$ cat config.mk
export PLATFORM = sky130hd
export DESIGN_NAME = io_handshake_controller
export DESIGN_NICKNAME = d
export VERILOG_FILES = /design/src/rtl/yousei_io_pkg.sv /design/src/rtl/io_handshake_controller_sync_2ff.sv /design/src/rtl/io_handshake_controller.sv
export SDC_FILE = /design/constraint.sdc
export NUM_CORES = 1
export LEC_CHECK = 0
export CAP_MARGIN = 10
export CELL_PAD_IN_SITES_DETAIL_PLACEMENT = 0
export CELL_PAD_IN_SITES_GLOBAL_PLACEMENT = 1
export CORE_MARGIN = 2
export CORE_UTILIZATION = 30
export CTS_BUF_LIST = sky130_fd_sc_hd__clkbuf_2 sky130_fd_sc_hd__clkbuf_4 sky130_fd_sc_hd__clkbuf_8
export DETAILED_ROUTE_END_ITERATION = 12
export PLACE_DENSITY_LB_ADDON = 0.1
export SLEW_MARGIN = 25
export SYNTH_ARGS = -nofsm -noshare
export SYNTH_HDL_FRONTEND = slang
export SYNTH_HIERARCHICAL = 1
export SYNTH_SLANG_ARGS = --single-unit
$ cat constraint.sdc
create_clock -name Clock -period 4.7 [get_ports Clock]
set_input_delay 0.94 -clock Clock [delete_from_list [all_inputs] [get_ports Clock]]
set_output_delay 0.94 -clock Clock [all_outputs]
set_load 0.01 [all_outputs]
$ cat src/rtl/yousei_io_pkg.sv
// Shared definitions for the IN/OUT handshake logic.
// Provides the handshake FSM state type, the IN/OUT opcodes, the write-back
// mux select for the I/O path, and a button polarity helper.
package yousei_io_pkg;

  typedef enum logic [2:0] {
    IDLE       = 3'd0,
    ARM        = 3'd1,
    WAIT_PRESS = 3'd2,
    DEBOUNCE   = 3'd3,
    CAPTURE    = 3'd4
  } io_state_e;

  localparam logic [5:0] OP_IN      = 6'b001000;
  localparam logic [5:0] OP_OUT     = 6'b001001;
  localparam logic [1:0] MEM2REG_IO = 2'b01;

  // Map a synchronized button level to "pressed" (1) regardless of wiring.
  function automatic logic btn_pressed(input logic sync_level, input logic active_low);
    return active_low ? ~sync_level : sync_level;
  endfunction

endpackage

$ cat src/rtl/io_handshake_controller_sync_2ff.sv
// Two-flop synchronizer for asynchronous board inputs.
// Ports:
//   i_clk   - destination clock
//   i_rst_n - asynchronous active-low reset, clears both stages to 0
//   i_d     - asynchronous input bus
//   o_q     - synchronized output (two cycles of latency)
module sync_2ff #(
  parameter int WIDTH = 1
) (
  input  logic             i_clk,
  input  logic             i_rst_n,
  input  logic [WIDTH-1:0] i_d,
  output logic [WIDTH-1:0] o_q
);

  logic [WIDTH-1:0] r_meta;
  logic [WIDTH-1:0] r_sync;

  // Synchronizer stages: r_meta may go metastable, r_sync is the clean copy.
  always_ff @(posedge i_clk or negedge i_rst_n) begin
    if (!i_rst_n) begin
      r_meta <= {WIDTH{1'b0}};
      r_sync <= {WIDTH{1'b0}};
    end else begin
      r_meta <= i_d;
      r_sync <= r_meta;
    end
  end

  assign o_q = r_sync;

endmodule

$ cat src/rtl/io_handshake_controller.sv
// IN/OUT instruction sequencer.
// IN (Halt high): stalls the PC and gates the register write until the user
// releases and then presses the debounced confirm button; the synchronized
// switch value is then captured and written once. OUT: latches OutData into
// the display register with a one-cycle strobe.
// Ports:
//   Clock, Reset_n        - system clock, async active-low reset
//   Halt, OpIO, RegWrite  - decoded control from the control unit
//   Switches, ButtonRaw   - raw asynchronous board inputs
//   OutData               - register-file read value for OUT
//   Stall                 - combinational PC freeze
//   WriteEnable           - RegWrite gated by Stall
//   InData, InStrobe      - captured switch value and capture pulse
//   Display, OutStrobe    - last OUT value and its update pulse
//   Waiting               - status LED while waiting for the user
module io_handshake_controller
  import yousei_io_pkg::*;
#(
  parameter int DATA_W          = 32,
  parameter int DEBOUNCE_CYCLES = 500000,
  parameter bit BTN_ACTIVE_LOW  = 1'b1
) (
  input  logic              Clock,
  input  logic              Reset_n,
  input  logic              Halt,
  input  logic              OpIO,
  input  logic              RegWrite,
  input  logic [DATA_W-1:0] Switches,
  input  logic              ButtonRaw,
  input  logic [DATA_W-1:0] OutData,
  output logic              Stall,
  output logic              WriteEnable,
  output logic [DATA_W-1:0] InData,
  output logic              InStrobe,
  output logic [DATA_W-1:0] Display,
  output logic              OutStrobe,
  output logic              Waiting
);

  localparam int              CNT_W    = $clog2(DEBOUNCE_CYCLES);
  localparam logic [CNT_W-1:0] CNT_LAST = CNT_W'(DEBOUNCE_CYCLES - 1);

  logic              w_btn_sync;
  logic              w_btn;
  logic [DATA_W-1:0] w_sw_sync;

  io_state_e         r_state;
  io_state_e         w_state_nxt;
  logic [CNT_W-1:0]  r_cnt;
  logic [CNT_W-1:0]  w_cnt_nxt;
  logic [DATA_W-1:0] r_in_data;
  logic [DATA_W-1:0] r_display;
  logic              r_out_strobe;
  logic              w_stall;
  logic              w_out_fire;
  logic              w_capture_load;

  sync_2ff #(.WIDTH(1)) u_sync_btn (
    .i_clk   (Clock),
    .i_rst_n (Reset_n),
    .i_d     (ButtonRaw),
    .o_q     (w_btn_sync)
  );

  sync_2ff #(.WIDTH(DATA_W)) u_sync_sw (
    .i_clk   (Clock),
    .i_rst_n (Reset_n),
    .i_d     (Switches),
    .o_q     (w_sw_sync)
  );

  assign w_btn = btn_pressed(w_btn_sync, BTN_ACTIVE_LOW);

  // Next-state and debounce counter; ARM demands a release first so a press
  // held over from a previous IN cannot confirm the new one.
  always_comb begin
    w_state_nxt = r_state;
    w_cnt_nxt   = r_cnt;
    case (r_state)
      IDLE: begin
        if (Halt) w_state_nxt = ARM;
        else      w_state_nxt = IDLE;
      end
      ARM: begin
        if (!w_btn) w_state_nxt = WAIT_PRESS;
        else        w_state_nxt = ARM;
      end
      WAIT_PRESS: begin
        if (w_btn) begin
          w_state_nxt = DEBOUNCE;
          w_cnt_nxt   = {CNT_W{1'b0}};
        end else begin
          w_state_nxt = WAIT_PRESS;
        end
      end
      DEBOUNCE: begin
        if (!w_btn) begin
          w_state_nxt = WAIT_PRESS;
          w_cnt_nxt   = {CNT_W{1'b0}};
        end else if (r_cnt == CNT_LAST) begin
          w_state_nxt = CAPTURE;
          w_cnt_nxt   = {CNT_W{1'b0}};
        end else begin
          w_cnt_nxt   = r_cnt + CNT_W'(1);
        end
      end
      CAPTURE: begin
        w_state_nxt = IDLE;
      end
      default: begin
        w_state_nxt = IDLE;
        w_cnt_nxt   = {CNT_W{1'b0}};
      end
    endcase
  end

  // Stall covers the IDLE cycle where Halt first appears so the PC never
  // advances past the IN; it drops in CAPTURE so the write-back happens.
  assign w_stall = ((r_state == IDLE) && Halt) ||
                   (r_state == ARM) || (r_state == WAIT_PRESS) || (r_state == DEBOUNCE);
  assign w_out_fire     = (r_state == IDLE) && OpIO && !RegWrite && !Halt;
  assign w_capture_load = (r_state == DEBOUNCE) && (w_state_nxt == CAPTURE);

  // State, counter and data registers.
  always_ff @(posedge Clock or negedge Reset_n) begin
    if (!Reset_n) begin
      r_state      <= IDLE;
      r_cnt        <= {CNT_W{1'b0}};
      r_in_data    <= {DATA_W{1'b0}};
      r_display    <= {DATA_W{1'b0}};
      r_out_strobe <= 1'b0;
    end else begin
      r_state      <= w_state_nxt;
      r_cnt        <= w_cnt_nxt;
      r_out_strobe <= w_out_fire;
      if (w_capture_load) r_in_data <= w_sw_sync;
      if (w_out_fire)     r_display <= OutData;
    end
  end

  assign Stall       = w_stall;
  assign WriteEnable = RegWrite && !w_stall;
  assign InData      = r_in_data;
  assign InStrobe    = (r_state == CAPTURE);
  assign Display     = r_display;
  assign OutStrobe   = r_out_strobe;
  assign Waiting     = (r_state == ARM) || (r_state == WAIT_PRESS) || (r_state == DEBOUNCE);

endmodule

# Word level (Yosys, flattened, before mapping)
# Index checks and enable logic that the tools add are counted.
# word_totals
ff_bits	153
wordCells	45
input_bits	70
# classes
reduce_logical	17
bitwise_logic	1
mux	10
addsub	1
eq_ne	7
# ops
op	n
19-bit 2-to-1 mux	3
19-bit one-hot mux with 3 select lines	1
19-bit by 1-bit adder with 19-bit output, second input constant	1
19-bit == test, second input constant	1
3-bit one-hot mux with 4 select lines	1
3-bit by 2-bit == test with 1-bit output, second input constant	2
3-bit == test, second input constant	2
1-bit logical AND	6
3-bit 2-to-1 mux	2
1-bit logical OR	5
3-bit by 1-bit == test with 1-bit output, second input constant	1
1-bit logical NOT	3
3-bit logical NOT	1
3-bit OR reduction	1
1-bit 2-to-1 mux	2
2-bit 2-to-1 mux	1
2-bit inequality test, second input constant	1
2-bit AND reduction	1
1-bit inverter	1

# Logic depth before layout (Yosys ltp)
# Gate-level depths: netlist (run 1).
# depth
ltp_word	7
mapped_depth	8
depth_no_buf	6

# Modules after synthesis
# The synthesis (run 1) kept the hierarchy.
# modules_own_cells
module	cells_per_inst	instances	area_each_um2
io_handshake_controller	351	1	3743.6
sync_2ff at u_sync_sw	64	1	1601.5
sync_2ff at u_sync_btn	2	1	50.0

# Worst setup path after synthesis (run 1)
# OpenSTA, ideal clock, no wires.
# synth_timing
path_type	input-to-output
from	input Halt
to	output WriteEnable
slack_ns	2.316
cell_stages	3
arrival_time_ns	1.444
cell_sequence	nor3_1 -> nor2_1 -> nor2b_1
# synth_between
elab_chain_cells	6
# synth_lines
element	line	rtl
start, declared	io_handshake_controller.sv:25	input logic Halt,
1-bit logical AND	io_handshake_controller.sv:119	assign w_stall = ((r_state == IDLE) && Halt) ||
1-bit logical OR	io_handshake_controller.sv:119	
1-bit logical OR (2 in a row)	io_handshake_controller.sv:120	(r_state == ARM) || (r_state == WAIT_PRESS) || (r_state == DEBOUNCE);
net Stall	io_handshake_controller.sv:31	output logic Stall,
1-bit logical NOT	io_handshake_controller.sv:142	assign WriteEnable = RegWrite && !w_stall;
1-bit logical AND	io_handshake_controller.sv:142	
end, declared	io_handshake_controller.sv:32	output logic WriteEnable,
# The timed path passes the listed nets, and every way through them passes these cells.

# Final worst setup path (run 1)
# layout_timing
from	input Halt
to	output WriteEnable
# layout_between
elab_chain_cells	6
# layout_lines
element	line
1-bit logical AND	io_handshake_controller.sv:119
1-bit logical OR	io_handshake_controller.sv:119
1-bit logical OR (2 in a row)	io_handshake_controller.sv:120
1-bit logical NOT	io_handshake_controller.sv:142
1-bit logical AND	io_handshake_controller.sv:142
# No other way between the ends.

==> flow_summary.rst, run 1 <==
.. list-table::
   :header-rows: 1

   * - Metric
     - Value
   * - Area grow syn2layout
     - 37.1%
   * - Post-Synthesis Mean Instance Area
     - 12.9 µm²
   * - Hold Crit Class
     - reg2reg
   * - Average routed wire per standard cell
     - 14.9 µm
   * - Critical path launch point type
     - input port
   * - Source of the worst hold timing path
     - u_sync_sw/r_meta[21]
   * - Post-synth net total
     - 488
   * - First-pass GRT wire length
     - 19700 µm
   * - TritonCTS Buffers
     - 17
   * - Iter 0 DRT Violations
     - 140
   * - Via count of the first global-routing pass
     - 3658
   * - Headroom to the max-slew limit
     - 0.421
   * - Insertion delay of the later-clocked pin in the worst-skew pair
     - 0.44 ns
   * - Share of final-layout standard cells stronger than drive strength 1
     - 0.131
   * - Top FF cell, synth
     - sky130_fd_sc_hd__dfrtp_1
   * - Initial antenna violation count
     - 0
   * - Number of cell rows
     - 49
   * - Depth of the most critical reg-to-reg path
     - 7
   * - Switching power of the nets
     - 650 µW
   * - Critical setup path kind
     - in2out
   * - Number of synthesized register bits
     - 153
   * - Area of the placeable core
     - 17800 µm²
   * - Die Outline Area
     - 19100 µm²
   * - Synth top area cells
     - sky130_fd_sc_hd__dfrtp_1 71%, sky130_fd_sc_hd__nand2_1 7.2%, sky130_fd_sc_hd__mux2_2 6.7%, sky130_fd_sc_hd__a21oi_1 1.7%, sky130_fd_sc_hd__buf_6 1.3%
   * - Count of synthesis-stage warnings from yosys
     - 6
   * - Global placement routability congestion
     - 0.719
   * - Cell type with the largest total area after synthesis
     - sky130_fd_sc_hd__dfrtp_1
   * - Number of instances on the worst hold path
     - 0
   * - Ys async rst share
     - 1.00
   * - Antenna Diode Count
     - 0
   * - Non-filler cells in the finished layout
     - 800
   * - Clock Tree Root
     - sky130_fd_sc_hd__clkbuf_8
   * - Fillcell total
     - 1706
   * - Worst Path Required
     - 3.76 ns
   * - Remaining number of nets flagged by the antenna check after routing
     - 0
   * - Unrepaired setup endpoints after global routing
     - no
   * - Endpoint class of the critical path
     - primary output
   * - Global routing usage on met3
     - 0.0689
   * - Total half-perimeter wirelength after legalization and detailed placement
     - 7820 µm
   * - Commonest non-fill, non-tap cell in the layout
     - sky130_fd_sc_hd__dfrtp_1
   * - Count of H-tree levels built during CTS
     - 4
   * - Number of failing setup endpoints in the final timing report
     - 0
   * - NumNets Final
     - 630
   * - Width of the die
     - 138 µm
   * - Drt via density
     - 4.41
   * - Share of the synthesized area in the top cell type
     - 0.710
   * - Drt total wl
     - 11900 µm
   * - DRC viols
     - 0
   * - First-pass iteration count of the detailed router
     - 4
   * - Leakage power figure
     - 0.00339 µW
   * - Distinct cell type count of the synthesized netlist
     - 40
   * - Clock power share
     - 0.382
   * - Combinational Power Share
     - 0.084
   * - Max-cap viol count
     - 0
   * - Flop2flop setup slack
     - 2.23 ns
   * - Part of the Yosys area used for sequential elements
     - 0.710
   * - Global route overflow
     - 0
   * - Post-route clock skew
     - 0.0109 ns
   * - Met2 track utilization from global routing
     - 0.196
   * - Clock period minus worst slack
     - 3.29 ns
   * - Status
     - finished clean
   * - Multi-input gate area in the final layout
     - 1440 µm²
   * - Count of placed standard cells including taps
     - 768
   * - Worst R2R Start
     - r_cnt[0]
   * - Number of sinks driven by the clock tree
     - 153
   * - Worst-Margin Slew
     - 0.869 ns
   * - Sum of negative setup slack
     - 0 ns
   * - Crit path launch
     - Halt
   * - Number of top-level pins
     - 139
   * - Post-synthesis instance area
     - 5400 µm²
   * - Crit-path max FO
     - 3
   * - Final number of max-transition violations
     - 0
   * - Internal cell power
     - 1990 µW
   * - Arrival time reported for the critical path endpoint
     - 2.35 ns
   * - Pin count of the biggest net entering global routing
     - 87
   * - Endpoint, Worst Hold
     - u_sync_sw/o_q[21]
   * - Total power density per cell area
     - 357 nW/µm²
   * - Starting density of the core
     - 0.303
   * - Sequential group share of total power
     - 0.533
   * - R2r endpoint
     - InData[22]
   * - DR vias
     - 3531
   * - Met1 track utilization from global routing
     - 0.164
   * - Count of hold buffers inserted by post-cts repair
     - 0
   * - Setup fix buffers added after clock tree synthesis
     - 0
   * - Final worst path period share
     - 0.700
   * - Highest-count cells in the layout ignoring fill and taps
     - 153 x sky130_fd_sc_hd__dfrtp_1, 137 x sky130_fd_sc_hd__clkdlybuf4s50_1, 104 x sky130_fd_sc_hd__nand2_1
   * - Post-synthesis cell count
     - 417
   * - Final Hold Fails
     - 0
   * - Number of buffer cells added on primary ports
     - 138
   * - Post-synth EDFFs
     - 0
   * - Storage cell area
     - 3830 µm²
   * - Highest achievable clock rate
     - 304 MHz
   * - Number of resized instances in the post-cts repair step
     - 0
   * - Height of the die
     - 138 µm
   * - Largest voltage drop on the vdd net
     - 0.155 mV
   * - CTS tree
     - yes
   * - Global-route usage over all layers
     - 0.131
   * - Clock transition time at the flip-flop clock pins of the worst setup and hold paths
     - 0.09 ns
   * - Switch share
     - 0.246
   * - Global route hottest layer
     - met2
   * - Buffers from clock root to sink, at most
     - 2
-- synthesized netlist by cell type, drive strengths merged (2+ instances only) --
| master | instances |
|---|---|
| and4 | 3 |
| o21ai | 6 |
| mux2 | 33 |
| nor3 | 3 |
| mux2i | 5 |
| inv | 4 |
| nand2 | 104 |
| a21oi | 18 |
| buf | 11 |
| dfrtp | 153 |
| nand4 | 8 |
| nor2 | 16 |
| and2 | 4 |
| a21o | 3 |
| nand3 | 12 |
| a221o | 2 |
| and3 | 6 |
| a22o | 4 |
| clkbuf | 8 |
-- per-layer routing --
layer  up-vias  share of wire
li1       1679              -
met1      1738           0.43
met2       105           0.46
met3         9           0.10
met4         0         0.0086
met5         -              0
-- per-stage QoR --
stage	area (µm²)	setup WS (ns)	util	total power [µW]	hold slack [ns]
detailed placement	6970	1.42	0.392	1660	0.335
global placement	6970	1.43	0.392	1660	0.331
CTS	7370	1.42	0.414	2690	0.348
floorplan	5400	2.32	-	1490	0.331
global route	7400	1.31	0.416	2780	0.359
finish	7400	1.41	0.416	2640	0.349
-- sequential cells by signal (all words and copies together) (netlist names) --
| signal | count |
|---|---|
| OutStrobe | 1 |
| Display | 32 |
| r_state | 3 |
| u_sync_sw/r_meta | 32 |
| u_sync_sw/o_q | 32 |
| u_sync_btn/r_meta | 1 |
| r_cnt | 19 |
| InData | 32 |
| u_sync_btn/o_q | 1 |
-- worst max-delay path by stage --
stage | slack, ns | end | cells past startpoint
final | 1.41 | WriteEnable | 5
after global routing | 1.31 | WriteEnable | 5
after floorplan | 2.32 | WriteEnable | 3
after detailed placement | 1.42 | WriteEnable | 5
after CTS | 1.42 | WriteEnable | 5
after global placement | 1.43 | WriteEnable | 5
-- worst max-delay path: stages --
cell,delay [ns]
sky130_fd_sc_hd__clkdlybuf4s50_1,0.40
sky130_fd_sc_hd__nor3_1,0.20
sky130_fd_sc_hd__nor2_1,0.11
sky130_fd_sc_hd__nor2b_1,0.15
sky130_fd_sc_hd__clkdlybuf4s50_1,0.55
-- power by group through the flow --
| stage | clock network (µW) | registers, µW | logic (µW) |
|---|---|---|---|
| after floorplan | 0 | 1450 | 45.3 |
| after global placement | 0 | 1430 | 227 |
| final | 1010 | 1410 | 223 |
| after CTS | 1050 | 1410 | 228 |
| after detailed placement | 0 | 1430 | 227 |
| after global routing | 1110 | 1420 | 247 |
-- kinds of logic (layout without fill, tap and decap cells) --
logic type               after synthesis  in the layout  share of synthesized area
AO/OA/AOI/OAI                         39             39                     0.0480
AND/OR/NAND/NOR                      163            163                      0.137
buffers and inverters                 23            177                     0.0253
adder cells (fa/ha/maj)                1              1                    0.00232
multiplexers                          38             38                     0.0782
flip-flops                           153            153                      0.710
-- area by class of cell --
cell class	count	share of cell area
multi-input cells	241	0.194
clock inverters	14	0.0222
inverters	4	0.00203
repair buffers	142	0.194
well taps	229	0.0387
flip-flops and latches	153	0.518
clock buffers	17	0.0316
Note: power is estimated with default switching activity, not from simulation.
==> run 2: changes to the inputs <==
==> constraint.sdc (replaced) <==
create_clock -name Clock -period 3.2 [get_ports Clock]
set_input_delay 0.64 -clock Clock [delete_from_list [all_inputs] [get_ports Clock]]
set_output_delay 0.64 -clock Clock [all_outputs]
set_load 0.01 [all_outputs]
==> run 2 against run 1 <==
  * Non-clock buffer count up 2
  * Critical endpoint unchanged
  * Sequential power up 47%
  * Die area unchanged
  * Total power up 48%
  * Sequential share of layout area down 0.13 points
  * Utilization up 0.11 points
  * Clock-buffer cell count unchanged
==> flow_summary.rst, run 2 (synthesis gave the netlist of run 1 again) <==
.. list-table::
   :header-rows: 1

   * - Metric
     - Value
   * - Status
     - finished clean
   * - Headroom to the max-slew limit
     - 0.424 (+0.00341)
   * - Total half-perimeter wirelength after legalization and detailed placement
     - 7840 µm (+0.30%)
   * - Clock transition time at the flip-flop clock pins of the worst setup and hold paths
     - 0.09 ns (about the same)
   * - Global placement routability congestion
     - 0.730 (+1.5%)
   * - Stages on the worst setup path
     - 5 (unchanged)
   * - Critical path launch point type
     - input port
   * - Leakage power figure
     - 0.00341 µW (+0.56%)
   * - R2r endpoint
     - InData[22]
   * - Number of resized instances in the post-cts repair step
     - 0 (unchanged)
   * - DR vias
     - 3499 (-0.91%)
   * - Average routed wire per standard cell
     - 14.7 µm (-1.3%)
   * - Setup fix buffers added after clock tree synthesis
     - 0 (unchanged)
   * - Count of H-tree levels built during CTS
     - 4 (unchanged)
   * - Width of the die
     - 138 µm (unchanged)
   * - Number of sinks driven by the clock tree
     - 153 (unchanged)
   * - Global-route usage over all layers
     - 0.130 (-0.00118)
   * - Worst-Margin Slew
     - 0.864 ns (-0.00511 ns)
   * - Share of final-layout standard cells stronger than drive strength 1
     - 0.134 (+0.00280)
   * - Area grow syn2layout
     - 37.5%
   * - Final worst path period share
     - 0.827
   * - Clock period minus worst slack
     - 2.65 ns
   * - Arrival time reported for the critical path endpoint
     - 2.01 ns (-0.34 ns)
   * - Count of hold buffers inserted by post-cts repair
     - 0 (unchanged)
   * - First-pass GRT wire length
     - 19600 µm (-0.59%)
   * - Family of cells with the greatest summed delay on the critical path
     - buffers and inverters
   * - Final non-filler cell area
     - 7420 µm² (+0.25%)
   * - Worst Path Required
     - 2.56 ns (-1.20 ns)
   * - Post-route clock skew
     - 0.0116 ns (+0.000754 ns)
   * - Fraction of the core area covered by cells at the end of the flow
     - 0.417 (+0.00106)
   * - Number of top-level pins
     - 139 (unchanged)
   * - Count of placed standard cells including taps
     - 771 (+0.39%)
   * - Hold Crit Class
     - in2async
   * - Crit path largest cell delay
     - 0.55 ns (about the same)
   * - Number of failing setup endpoints in the final timing report
     - 0 (unchanged)
   * - Drt total wl
     - 11800 µm (-0.94%)
   * - Endpoint class of the critical path
     - primary output
   * - First-pass iteration count of the detailed router
     - 4 (unchanged)
   * - Die Outline Area
     - 19100 µm² (unchanged)
   * - Cell area after placement
     - 6990 µm² (+0.32%)
   * - TritonCTS Buffers
     - 17 (unchanged)
   * - Height of the die
     - 138 µm (unchanged)
   * - Starting density of the core
     - 0.303 (unchanged)
   * - Library cell contributing the largest single delay on the critical path
     - sky130_fd_sc_hd__clkdlybuf4s50_1
   * - NumNets Final
     - 632 (+0.32%)
   * - Total power density per cell area
     - 526 nW/µm² (+48%)
   * - Non-filler cells in the finished layout
     - 803 (+0.38%)
   * - DRC viols
     - 0 (unchanged)
   * - Global route overflow
     - 0 (unchanged)
   * - Max-cap viol count
     - 0 (unchanged)
   * - Crit-path max FO
     - 3 (unchanged)
   * - Critical path buffers and inverters
     - 2 (unchanged)
   * - Highest-count cells in the layout ignoring fill and taps
     - 153 x sky130_fd_sc_hd__dfrtp_1, 137 x sky130_fd_sc_hd__clkdlybuf4s50_1, 104 x sky130_fd_sc_hd__nand2_1
   * - Commonest non-fill, non-tap cell in the layout
     - sky130_fd_sc_hd__dfrtp_1
   * - Highest achievable clock rate
     - 378 MHz
   * - Cell repeated most along the worst path
     - sky130_fd_sc_hd__clkdlybuf4s50_1
   * - Depth of the most critical reg-to-reg path
     - 7 (unchanged)
   * - Antenna Diode Count
     - 0 (unchanged)
   * - Buffers from clock root to sink, at most
     - 2 (unchanged)
   * - Critical setup path kind
     - in2out
   * - Sum of negative setup slack
     - 0 ns (unchanged)
   * - Area of the placeable core
     - 17800 µm² (unchanged)
   * - Worst Slack Setup Final
     - 0.554 ns (-0.856 ns)
   * - Insertion delay of the later-clocked pin in the worst-skew pair
     - 0.45 ns (about the same)
   * - Clock Tree Root
     - sky130_fd_sc_hd__clkbuf_8
   * - Final Hold Fails
     - 0 (unchanged)
   * - Iter 0 DRT Violations
     - 132 (-5.7%)
   * - Unrepaired setup endpoints after global routing
     - no
   * - Initial antenna violation count
     - 0 (unchanged)
   * - Pin count of the biggest net entering global routing
     - 74 (-15%)
   * - Worst R2R Start
     - r_cnt[1]
   * - Final number of max-transition violations
     - 0 (unchanged)
   * - Flop2flop setup slack
     - 0.84 ns (-1.39 ns)
   * - Number of cell rows
     - 49 (unchanged)
   * - Drt via density
     - 4.36 (-1.3%)
   * - CTS tree
     - yes
   * - Worst-path cell chain
     - clkdlybuf4s50_1 > nor3_1 > nor2_1 > nor2b_1 > clkdlybuf4s50_1
   * - Number of buffer cells added on primary ports
     - 138 (unchanged)
   * - Remaining number of nets flagged by the antenna check after routing
     - 0 (unchanged)
   * - Via count of the first global-routing pass
     - 3819 (+4.4%)
   * - Largest voltage drop on the vdd net
     - 0.322 mV (+110%)
   * - Worst slack, placed
     - 0.545 ns (-0.879 ns)
[run 2: cell types whose count changed in the layout (fill, tap and decap cells not counted)]
cell	delta
sky130_fd_sc_hd__inv_1	+1
sky130_fd_sc_hd__clkinv_4	-1
sky130_fd_sc_hd__inv_8	+2
sky130_fd_sc_hd__buf_16	-1
sky130_fd_sc_hd__inv_6	-2
sky130_fd_sc_hd__clkinvlp_4	-1
sky130_fd_sc_hd__bufinv_16	-1
sky130_fd_sc_hd__inv_2	-1
sky130_fd_sc_hd__buf_4	+3
sky130_fd_sc_hd__clkinv_8	+4
[run 2: worst max-delay path by stage]
stage | to | from | slack (ns)
final | WriteEnable | Halt | 0.55
after global routing | WriteEnable | Halt | 0.46
after floorplan | InData[13] | r_cnt[0] | 1.30
after detailed placement | WriteEnable | Halt | 0.55
after global placement | WriteEnable | Halt | 0.52
after CTS | WriteEnable | Halt | 0.54
[run 2: power breakdown]
group	internal (µW)	switching, µW
logic	187	140
registers	2030	42.0
clock network	666	843
total	2880	1030
[run 2: final cells by class]
class	count	area [µm²]
Clock buffer	17	234
Tap cell	229	287
Multi-Input combinational cell	241	1440
Inverter	4	15.0
Sequential cell	153	3830
Clock inverter	15	188
Timing Repair Buffer	144	1430
Fill cell	1673	10400
[run 2: layer usage]
metal / GRT usage / share of wire
met1: 0.155 / 0.42
met4: 0.0403 / 0.011
met3: 0.0700 / 0.094
met2: 0.202 / 0.47
met5: 0 / 0
[run 2: per-stage QoR]
step | hold slack (ns) | power [µW]
2_1_floorplan | 0.331 | 2190
3_3_place_gp | 0.331 | 2440
3_5_place_dp | 0.335 | 2440
4_1_cts | 0.225 | 3970
5_1_grt | 0.249 | 4100
6_report | 0.203 | 3900
==> run 3: changes to the inputs <==
==> constraint.sdc (replaced) <==
create_clock -name Clock -period 2.3 [get_ports Clock]
set_input_delay 0.46 -clock Clock [delete_from_list [all_inputs] [get_ports Clock]]
set_output_delay 0.46 -clock Clock [all_outputs]
set_load 0.01 [all_outputs]
==> run 3 against run 2 <==
  * Critical path depth is 2 lower
  * Final cell count is 1.5% higher
  * Total power is 34% higher
  * Wire length is 1.2% higher
  * Global-route usage is 0.33 points higher
  * Register-to-register slack worse by 0.62 ns
  * Clock skew is 0.0019 ns higher
  * Worst hold slack better by 0.14 ns
  * Sequential power is 39% higher
  * Critical path type is now reg2out
  * Largest cell class unchanged
==> flow_summary.rst, run 3 (synthesis gave the netlist of run 1 again) <==
.. list-table::
   :header-rows: 1

   * - Metric
     - Value
   * - Critical setup path kind
     - reg2out
   * - Number of sinks driven by the clock tree
     - 153 (unchanged)
   * - Clock period minus worst slack
     - 2.19 ns
   * - Average routed wire per standard cell
     - 14.7 µm (-0.26%)
   * - Via count of the first global-routing pass
     - 3827 (+0.21%)
   * - Initial antenna violation count
     - 0 (unchanged)
   * - TritonCTS Buffers
     - 17 (unchanged)
   * - Post-route clock skew
     - 0.0135 ns (+0.00189 ns)
   * - Largest voltage drop on the vdd net
     - 0.313 mV (-2.5%)
   * - Buffers from clock root to sink, at most
     - 2 (unchanged)
   * - Hold Crit Class
     - reg2reg
   * - DRC viols
     - 0 (unchanged)
   * - Arrival time reported for the critical path endpoint
     - 1.73 ns (-0.28 ns)
   * - Drt total wl
     - 12000 µm (+1.2%)
   * - Endpoint class of the critical path
     - primary output
   * - Critical path buffers and inverters
     - 2 (unchanged)
   * - Clock transition time at the flip-flop clock pins of the worst setup and hold paths
     - 0.09 ns (about the same)
   * - Global route overflow
     - 0 (unchanged)
   * - Area of the placeable core
     - 17800 µm² (unchanged)
   * - Highest achievable clock rate
     - 457 MHz
   * - Height of the die
     - 138 µm (unchanged)
   * - Headroom to the max-slew limit
     - 0.695 (+0.271)
   * - Crit path largest cell delay
     - 0.61 ns (+0.06 ns)
   * - Starting density of the core
     - 0.303 (unchanged)
   * - Final number of max-transition violations
     - 0 (unchanged)
   * - Final worst path period share
     - 0.952
   * - Number of cell rows
     - 49 (unchanged)
   * - Width of the die
     - 138 µm (unchanged)
   * - Global-route usage over all layers
     - 0.133 (+0.00328)
   * - Total power
     - 5220 µW (+34%)
   * - Cell area after placement
     - 7110 µm² (+1.7%)
   * - Remaining number of nets flagged by the antenna check after routing
     - 0 (unchanged)
   * - Die Outline Area
     - 19100 µm² (unchanged)
   * - Number of buffer cells added on primary ports
     - 138 (unchanged)
   * - Crit-path max FO
     - 7 (+4)
   * - Worst Slack Setup Final
     - 0.111 ns (-0.443 ns)
   * - Count of H-tree levels built during CTS
     - 4 (unchanged)
   * - Drt via density
     - 4.37 (+0.39%)
   * - Commonest non-fill, non-tap cell in the layout
     - sky130_fd_sc_hd__dfrtp_1
   * - Worst-path cell chain
     - buf_4 > nor2_1 > clkdlybuf4s50_1
   * - Unrepaired setup endpoints after global routing
     - no
   * - Max-cap viol count
     - 0 (unchanged)
   * - Count of placed standard cells including taps
     - 781 (+1.3%)
   * - Insertion delay of the later-clocked pin in the worst-skew pair
     - 0.45 ns (about the same)
   * - First-pass iteration count of the detailed router
     - 4 (unchanged)
   * - Fillcell total
     - 1677 (+0.24%)
   * - Worst Path Required
     - 1.84 ns (-0.72 ns)
   * - Final non-filler cell area
     - 7520 µm² (+1.4%)
   * - Total power density per cell area
     - 695 nW/µm² (+32%)
   * - Final Hold Fails
     - 0 (unchanged)
   * - Library cell contributing the largest single delay on the critical path
     - sky130_fd_sc_hd__clkdlybuf4s50_1
   * - Total half-perimeter wirelength after legalization and detailed placement
     - 8100 µm (+3.3%)
   * - Iter 0 DRT Violations
     - 153 (+16%)
   * - Number of failing setup endpoints in the final timing report
     - 0 (unchanged)
   * - First-pass GRT wire length
     - 20000 µm (+2.0%)
   * - Number of top-level pins
     - 139 (unchanged)
   * - Leakage power figure
     - 0.00347 µW (+1.6%)
   * - Worst hold slack across all endpoints
     - 0.345 ns (+0.142 ns)
   * - Worst-Margin Slew
     - 0.457 ns (-0.407 ns)
   * - Non-filler cells in the finished layout
     - 815 (+1.5%)
   * - Worst slack, placed
     - -0.00425 ns (-0.549 ns)
   * - Pin count of the biggest net entering global routing
     - 74 (unchanged)
   * - NumNets Final
     - 644 (+1.9%)
   * - CTS tree
     - yes
   * - Share of final-layout standard cells stronger than drive strength 1
     - 0.157 (+0.0229)
   * - Family of cells with the greatest summed delay on the critical path
     - buffers and inverters
   * - Area grow syn2layout
     - 39.4%
   * - Global placement routability congestion
     - 0.731 (+0.15%)
   * - Clock Tree Root
     - sky130_fd_sc_hd__clkbuf_8
   * - DR vias
     - 3565 (+1.9%)
   * - Critical path launch point type
     - flip-flop
   * - Highest-count cells in the layout ignoring fill and taps
     - 151 x sky130_fd_sc_hd__dfrtp_1, 134 x sky130_fd_sc_hd__clkdlybuf4s50_1, 104 x sky130_fd_sc_hd__nand2_1
   * - Antenna Diode Count
     - 0 (unchanged)
   * - Flop2flop setup slack
     - 0.22 ns (-0.62 ns)
   * - Status
     - finished clean
==> run 3: cell count changes in the layout (fill, tap and decap cells not counted), sizes merged <==
cell,before,now
dlygate4sd3,0,1
clkdlybuf4s50,137,134
clkinv,7,3
dlygate4sd2,0,2
dlymetal6s2s,0,1
bufinv,1,0
clkinvlp,1,4
clkbuf,17,19
buf,7,18
==> run 3: per-stage QoR <==
| step | TNS [ns] | util |
|---|---|---|
| floorplan | 0 | - |
| global placement | 0 | 0.400 |
| detailed placement | -0.00425 | 0.400 |
| CTS | 0 | 0.422 |
| global route | 0 | 0.423 |
| finish | 0 | 0.423 |
==> run 3: timing repair <==
| item | 4_1_cts | 5_1_grt |
|---|---|---|
| setup endpoints to repair | 3 | 2 |
| resized for setup | 6 | 3 |
| endpoints found under the hold margin | 28 | 0 |
| pin swaps | 0 | 1 |
| hold buffers | 1 | 0 |
| buffers inserted | 1 | 0 |
==> run 3: layout make-up <==
class / count / area (µm²) / share of cell area
Clock buffer: 19 / 255 / 0.0339
Clock inverter: 13 / 110 / 0.0146
Inverter: 4 / 15.0 / 0.00200
Multi-Input combinational cell: 241 / 1450 / 0.193
Sequential cell: 153 / 3830 / 0.510
Tap cell: 229 / 287 / 0.0381
Timing Repair Buffer: 156 / 1570 / 0.209
==> run 3: layer usage <==
layer / track usage / up-vias / share of wire
met5: 0 / - / 0
met4: 0.0473 / 0 / 0.016
met3: 0.0762 / 14 / 0.097
met2: 0.193 / 99 / 0.45
met1: 0.166 / 1751 / 0.44
li1: - / 1701 / -
==> run 3: where the power goes <==
part | switching [µW] | total [µW] | internal [µW] | leakage, µW
Combinational | 198 | 468 | 270 | 0.00134
Sequential | 59.9 | 2880 | 2820 | 0.00195
Clock | 1060 | 1880 | 814 | 0.000177
==> run 3: path summary, 6_finish.rpt <==
kind	startpoint	endpoint	cells after the start
max	r_state[2]	Waiting	3
min	u_sync_sw/r_meta[6]	u_sync_sw/o_q[6]	0
max reg2reg	r_state[0]	InData[15]	6
min reg2reg	u_sync_sw/r_meta[6]	u_sync_sw/o_q[6]	0
max in group asynchronous	Reset_n	u_sync_sw/r_meta[10]	3
min in group asynchronous	Reset_n	Display[8]	2
